<file path="src/rtl/serial_word_recovery_pkg.sv">
// Shared types and default constants for the serial word recovery block.
//   rx_state_e        : receiver FSM state encoding
//   DefaultWordW      : default recovered word width
//   DefaultOversample : default clock_50 cycles per serial bit
package serial_word_recovery_pkg;

    localparam int unsigned DefaultWordW      = 14;
    localparam int unsigned DefaultOversample = 16;

    typedef enum logic [2:0] {
        StIdle,
        StStart,
        StData,
        StStop,
        StBreak
    } rx_state_e;

endpackage

</file>
<file path="src/rtl/bit_sync.sv">
// Two-flop synchronizer for a single asynchronous bit.
//   clock_50 : destination clock
//   reset    : asynchronous active-high reset, both flops load RESET_VALUE
//   d        : asynchronous input
//   q        : synchronized output
module bit_sync #(
    parameter logic RESET_VALUE = 1'b1
) (
    input  logic clock_50,
    input  logic reset,
    input  logic d,
    output logic q
);

    logic meta;

    always_ff @(posedge clock_50 or posedge reset) begin
        if (reset) begin
            meta <= RESET_VALUE;
            q    <= RESET_VALUE;
        end else begin
            meta <= d;
            q    <= meta;
        end
    end

endmodule

</file>
<file path="src/rtl/serial_word_recovery.sv">
// Oversampling serial receiver: start bit, WORD_W data bits LSB first, stop bit.
//   clock_50       : single clock, all state on its rising edge
//   reset          : asynchronous active-high reset
//   serial_in      : asynchronous serial line, idles high
//   data_rec       : last correctly framed word, changes only with clock_recovery
//   clock_recovery : one-cycle strobe, data_rec has just been updated
//   frame_error    : one-cycle strobe on a bad stop bit
//   busy           : FSM is outside IDLE
// data_rec/clock_recovery feed the downstream sampler directly, so both are
// plain registers. OVERSAMPLE must be even and at least 4.
module serial_word_recovery
    import serial_word_recovery_pkg::*;
#(
    parameter int unsigned WORD_W     = DefaultWordW,
    parameter int unsigned OVERSAMPLE = DefaultOversample
) (
    input  logic              clock_50,
    input  logic              reset,
    input  logic              serial_in,
    output logic [WORD_W-1:0] data_rec,
    output logic              clock_recovery,
    output logic              frame_error,
    output logic              busy
);

    localparam int unsigned CntW = $clog2(OVERSAMPLE) + 1;
    localparam int unsigned IdxW = $clog2(WORD_W + 1);

    // Counter value on the edge that is a sample point.
    localparam logic [CntW-1:0] HalfLast = CntW'(OVERSAMPLE / 2 - 1);
    localparam logic [CntW-1:0] BitLast  = CntW'(OVERSAMPLE - 1);
    localparam logic [IdxW-1:0] IdxLast  = IdxW'(WORD_W - 1);

    logic              rx;
    logic              rx_prev;
    rx_state_e         state;
    logic [CntW-1:0]   bit_cnt;
    logic [IdxW-1:0]   bit_idx;
    logic [WORD_W-1:0] shift_reg;
    logic              stop_done;
    logic              stop_bit;

    bit_sync #(
        .RESET_VALUE (1'b1)
    ) u_bit_sync (
        .clock_50 (clock_50),
        .reset    (reset),
        .d        (serial_in),
        .q        (rx)
    );

    assign busy = (state != StIdle);

    always_ff @(posedge clock_50 or posedge reset) begin
        if (reset) begin
            state          <= StIdle;
            rx_prev        <= 1'b1;
            bit_cnt        <= '0;
            bit_idx        <= '0;
            shift_reg      <= '0;
            stop_done      <= 1'b0;
            stop_bit       <= 1'b0;
            data_rec       <= '0;
            clock_recovery <= 1'b0;
            frame_error    <= 1'b0;
        end else begin
            rx_prev        <= rx;
            clock_recovery <= 1'b0;
            frame_error    <= 1'b0;

            case (state)
                StIdle: begin
                    if (rx_prev && !rx) begin
                        state   <= StStart;
                        bit_cnt <= '0;
                    end
                end

                // Re-check the start bit at its centre to reject glitches.
                StStart: begin
                    if (bit_cnt == HalfLast) begin
                        bit_cnt <= '0;
                        bit_idx <= '0;
                        state   <= rx ? StIdle : StData;
                    end else begin
                        bit_cnt <= bit_cnt + CntW'(1);
                    end
                end

                StData: begin
                    if (bit_cnt == BitLast) begin
                        bit_cnt   <= '0;
                        shift_reg <= {rx, shift_reg[WORD_W-1:1]};
                        if (bit_idx == IdxLast) begin
                            bit_idx <= '0;
                            state   <= StStop;
                        end else begin
                            bit_idx <= bit_idx + IdxW'(1);
                        end
                    end else begin
                        bit_cnt <= bit_cnt + CntW'(1);
                    end
                end

                // Sample the stop bit, then act on it one edge later.
                StStop: begin
                    if (stop_done) begin
                        stop_done <= 1'b0;
                        if (stop_bit) begin
                            data_rec       <= shift_reg;
                            clock_recovery <= 1'b1;
                            state          <= StIdle;
                        end else begin
                            frame_error <= 1'b1;
                            state       <= StBreak;
                        end
                    end else if (bit_cnt == BitLast) begin
                        bit_cnt   <= '0;
                        stop_done <= 1'b1;
                        stop_bit  <= rx;
                    end else begin
                        bit_cnt <= bit_cnt + CntW'(1);
                    end
                end

                // Line held low: wait for it to return high before re-arming.
                StBreak: begin
                    if (rx) begin
                        state <= StIdle;
                    end
                end

                default: state <= StIdle;
            endcase
        end
    end

endmodule

</file>
<file path="config.mk">
export PLATFORM = sky130hd
export DESIGN_NAME = serial_word_recovery
export DESIGN_NICKNAME = d
export VERILOG_FILES = /design/src/rtl/serial_word_recovery_pkg.sv /design/src/rtl/bit_sync.sv /design/src/rtl/serial_word_recovery.sv
export SDC_FILE = /design/constraint.sdc
export NUM_CORES = 1
export LEC_CHECK = 0
export CAP_MARGIN = 30
export CORE_UTILIZATION = 52
export DETAILED_ROUTE_END_ITERATION = 8
export PLACE_DENSITY = 0.8
export SETUP_SLACK_MARGIN = 0.1
export SYNTH_ARGS = -nofsm -noshare
export SYNTH_HDL_FRONTEND = slang
export SYNTH_SLANG_ARGS = --single-unit
</file>
<file path="constraint.sdc">
create_clock -name clock_50 -period 4.52 [get_ports clock_50]
set_input_delay 0.452 -clock clock_50 [delete_from_list [all_inputs] [get_ports clock_50]]
set_output_delay 0.452 -clock clock_50 [all_outputs]
set_load 0.005 [all_outputs]
</file>
# ---- Word-level counts from Yosys, hierarchy flattened
# Index checks and enable logic that the tools add are counted.
dict set report op_classes {
  bitwise_logic 1
  addsub 2
  eq_ne 14
  muxes 26
  reduce_logical 12
}
# cell n
set op_table {}
lappend op_table {{$mux 3} 7}
lappend op_table {{$mux 5} 4}
lappend op_table {{$pmux 5 s4} 1}
lappend op_table {{$pmux 3 s5} 1}
lappend op_table {{$mux 4} 3}
lappend op_table {{$ne 2x2->1 const B} 6}
lappend op_table {{$reduce_and 3->1} 4}
lappend op_table {{$mux 1} 8}
lappend op_table {{$pmux 4 s2} 1}
lappend op_table {{$eq 3x2->1 const B} 2}
lappend op_table {{$reduce_and 6->1} 1}
lappend op_table {{$add 5x1->5 const B} 1}
lappend op_table {{$eq 5x3->1 const B} 1}
lappend op_table {{$eq 5x4->1 const B} 1}
lappend op_table {{$add 4x1->4 const B} 1}
lappend op_table {{$eq 4x4->1 const B} 1}
lappend op_table {{$reduce_bool 4->1} 1}
lappend op_table {{$eq 3x1->1 const B} 1}
lappend op_table {{$eq 3x3->1 const B} 1}
lappend op_table {{$logic_not 3->1} 1}
lappend op_table {{$reduce_bool 3->1} 1}
lappend op_table {{$mux 2} 1}
lappend op_table {{$ne 2x1->1 const B} 1}
lappend op_table {{$reduce_and 2->1} 1}
lappend op_table {{other kinds (4)} 4}
dict set report totals {
  word_cells 67
  regBits 47
  input_bits 3
  output_inout_bits 17
}

# ---- Depth between registers and ports, before layout
dict set report depth {
  word_depth 4
  depth_mapped 6
  ltp_nobuf 6
}

# ---- By module
# From an unflattened synthesis, not the netlist that was laid out.
dict set report hier_totals {
  cells_unflattened 155
  area_unflattened_um2 2044.5
}
# mod n_inst area_per_inst_um2 cells_per_inst seq_area_each_um2
set modules_own_cells {}
lappend modules_own_cells {serial_word_recovery 1 1988.2 152 1127.3}
lappend modules_own_cells {bit_sync 1 56.3 3 52.6}

# ---- Least setup slack after synthesis
# No wires, ideal clock.
dict set report synth_timing {
  kind {flip-flop to flip-flop}
  from {reg bit_cnt[0]}
  to {reg shift_reg[0]}
  slack_ps 2861
  n_path_buf 1
  arrival_time_ps 1535
  synth_period_minus_slack_ps 1659
  stages_incl_launch_ff 6
  required_ps 4395
  setup_ps 125
  path_cell_list {dfrtp_1 > ha_1 > and3b_1 > nand3_2 > buf_2 > mux2_2}
}
dict set report synth_via {
  elab_chain_len 2
}
# item line_no
set synth_rtl {}
lappend synth_rtl {{start, declared} serial_word_recovery.sv:37} ;# logic [CntW-1:0] bit_cnt;
lappend synth_rtl {{start signal, assigned} serial_word_recovery.sv:86} ;# bit_cnt <= bit_cnt + CntW'(1);
lappend synth_rtl {{start signal, assigned} serial_word_recovery.sv:101} ;# bit_cnt <= bit_cnt + CntW'(1);
lappend synth_rtl {{start signal, assigned} serial_word_recovery.sv:122} ;# bit_cnt <= bit_cnt + CntW'(1);
lappend synth_rtl {{$eq 5x4->1} serial_word_recovery.sv:91} ;# if (bit_cnt == BitLast) begin
lappend synth_rtl {{$reduce_and 2->1 (no line)} -}
lappend synth_rtl {{end signal, assigned} serial_word_recovery.sv:93} ;# shift_reg <= {rx, shift_reg[WORD_W-1:1]};
lappend synth_rtl {{end, declared} serial_word_recovery.sv:39} ;# logic [WORD_W-1:0] shift_reg;
# Every way passes these cells.
# A chain may end at the register's enable or synchronous reset.

# ---- Worst setup path in the final report
dict set report layout_timing {
  from {reg state[1]}
  to {out busy}
}
dict set report layout_via {
  elab_chain_len 1
}
# item line_no
set layout_rtl {}
lappend layout_rtl {{start, declared} serial_word_recovery.sv:36} ;# rx_state_e state;
lappend layout_rtl {{start signal, assigned} serial_word_recovery.sv:56} ;# state <= StIdle;
lappend layout_rtl {{start signal, assigned} serial_word_recovery.sv:74} ;# state <= StStart;
lappend layout_rtl {{start signal, assigned} serial_word_recovery.sv:84} ;# state <= rx ? StIdle : StData;
lappend layout_rtl {{$reduce_bool 3->1} serial_word_recovery.sv:52} ;# assign busy = (state != StIdle);
lappend layout_rtl {{end, declared} serial_word_recovery.sv:23} ;# output logic busy
# Every way passes these cells.

==> key figures <==
Final layout
  – Number of fill cells: 293
  – Ant diodes: 0
  – Area growth syn-to-layout: 14.0%
  – Most frequent cells in the layout: dfrtp_1, mux2_2, clkdlybuf4s50_1, nand2_1, o21ai_0
  – Share of cells above drive strength 1: 0.249
  – Commonest non-fill, non-tap cell in the layout: dfrtp_1
  – Nets: 192
  – Final non-filler cell area: 0.00238 mm2

Setup path
  – Critical Path Fanout Max: 21
  – Worst Path Class, Setup: register to output port
  – Critical path launch point: state[1]$_DFFE_PP0P_
  – Critical Path RT: 4.07 ns
  – CP arrival: 1.76 ns
  – Nature of the critical path endpoint: output port
  – Reg2reg start: state[1]$_DFFE_PP0P_
  – Worst Setup Start Kind: register
  – R2R depth: 3

Placed design
  – Post-DP Area: 0.00230 mm2
  – Port Buffers: 19
  – Final GP Congestion: 0.822
  – DP Wirelength: 2420 um

STA
  – Fmax: 451 MHz
  – Fin Setup TNS: 0 ns
  – Final period util: 0.490
  – RSZ-0062 raised after global routing: false
  – Slew HR: 0.617
  – Final hold violation count: 0
  – Minimum clock period: 2.22 ns
  – Pins Over Slew Limit: 0
  – Fin Clk Skew: 0.0111 ns
  – Setup-failing EPs final: 0
  – Worst-Margin Slew: 0.574 ns

Floorplanning
  – Initial core utilization: 0.558
  – DIE AREA: 0.00428 mm2
  – Core ar.: 0.00374 mm2
  – Die height: 65.4 um
  – Die span in x: 65.4 um
  – Num rows: 22
  – Top Ports: 20

Synthesis
  – Cell variety after synth: 42
  – Synth Warn #: 0
  – Average size of a mapped cell: 12.5 um2
  – Synth Instances: 167
  – Sequential share of the synthesized area: 0.565
  – Number of synthesized register bits: 47
  – Netlist Area Pre-Place: 0.00209 mm2
  – EDFF count, synth: 0
  – Main synth FF type: dfrtp_1
  – Mapped Nets: 174
  – Async set-or-reset flop fraction in the synthesized netlist: 1.00

CTS
  – CTS tree: yes
  – CTS Hold Bufs: 0
  – Clock Sink Count: 47
  – Setup Fix Bufs, Post-CTS: 0
  – CTS Buffer Depth: 2
  – Clock root cell: clkbuf_8
  – PostCTS Resize Cnt: 0
  – Clock transition at path regs: 0.09 ns
  – Num CTS Buffers: 5
  – CTS H-tree lvls: 2
  – Latest clock arrival within the worst-skew pair: 0.30 ns

Run status
  – Status: complete, no violations

Power and ir drop
  – Maximum vdd ir drop: 0.000214 V
  – Power, Total: 972 uW
  – Power per cell area: 408 mW/mm2
  – Pleak: 0.00112 uW

Worst hold path
  – Hold depth: 0
  – Hold_sp: u_bit_sync.meta$_DFF_PP1_
  – HP Class: register to register

Drt
  – Pre-antenna DRT Iters: 4
  – Routed len/inst: 15.5 um
  – Wirelength, routed: 3610 um
  – Final ANT Viol Nets: 0
  – Routed vias/inst: 5.73
  – DRC: 0
  – Starting DRT DRC Count: 90
  – Vias: 1336

GRT
  – Largest net degree at the start of global routing: 48
  – Antenna violations before repair: 0
  – Global-route wire length before repair: 6320 um
  – Total GRT Usage: 0.197
  – Vias in the first global route: 1394
  – Total gr overflow: 0

Flow run
  – Max-cap violation count: 0
## power by group
part	internal, uW	switching, uW	total (uW)	leakage [uW]
Combinational	98.1	97.4	196	0.000445
Clock	106	133	239	0.0000440
Sequential	458	79.9	537	0.000634
Total	661	311	972	0.00112
## through the flow
stage	hold WS [ns]	utilization	setup slack, ns	instances
floorplan	0.345	-	2.86	167
global placement	0.347	0.614	2.66	226
detailed placement	0.355	0.614	2.61	226
CTS	0.366	0.636	2.30	233
global route	0.366	0.636	2.22	233
finish	0.362	0.636	2.30	233
## area by class of cell
type,instances,area (um2),area share
inverter,7,26.3,0.0110
multi-input combinational,104,836,0.351
tap,48,60.1,0.0252
clock inverter,2,13.8,0.00578
sequential,47,1180,0.495
clock buffer,5,68.8,0.0289
timing repair buffer,20,198,0.0830
## final timing paths
kind,endpoint,slack [ns]
setup reg to reg,shift_reg[10]$_DFFE_PP0P_,2.59
min in group asynchronous,data_rec[1]$_DFFE_PP0P_,0.60
setup / recovery,busy,2.30
hold / removal,u_bit_sync.q$_DFF_PP1_,0.36
hold reg to reg,u_bit_sync.q$_DFF_PP1_,0.36
max in group asynchronous,u_bit_sync.meta$_DFF_PP1_,3.52
## synth_stat cells (all sizes together) (3+ instances only)
cell type,count,area share
dfrtp,44,0.53
mux2,29,0.16
nand2,14,0.025
o21ai,8,0.019
buf,7,0.019
inv,7,0.013
o31ai,5,0.020
ha,4,0.024
nand3,4,0.014
dfstp,3,0.038
nor2,3,0.0054
nor3,3,0.0072
## cells by family after synthesis
group	synth area share
flops	0.565
simple gates	0.125
mux	0.161
compound gates	0.0898
buf+inv	0.0353
fa+ha+maj	0.0240
## critical path, cell delays in order, from the launching register on
cell and delay (ns):
dfrtp_1 0.60, or3_1 0.43, clkdlybuf4s50_1 0.44
## layer usage
metal  GRT usage  part of all wire  wire, um
met1       0.239              0.44      1580
met2       0.339              0.52      1860
met3      0.0365             0.027        99
met4      0.0897             0.019        68
met5           0                 0         0
No activity file was read; power rests on OpenSTA's default activity.
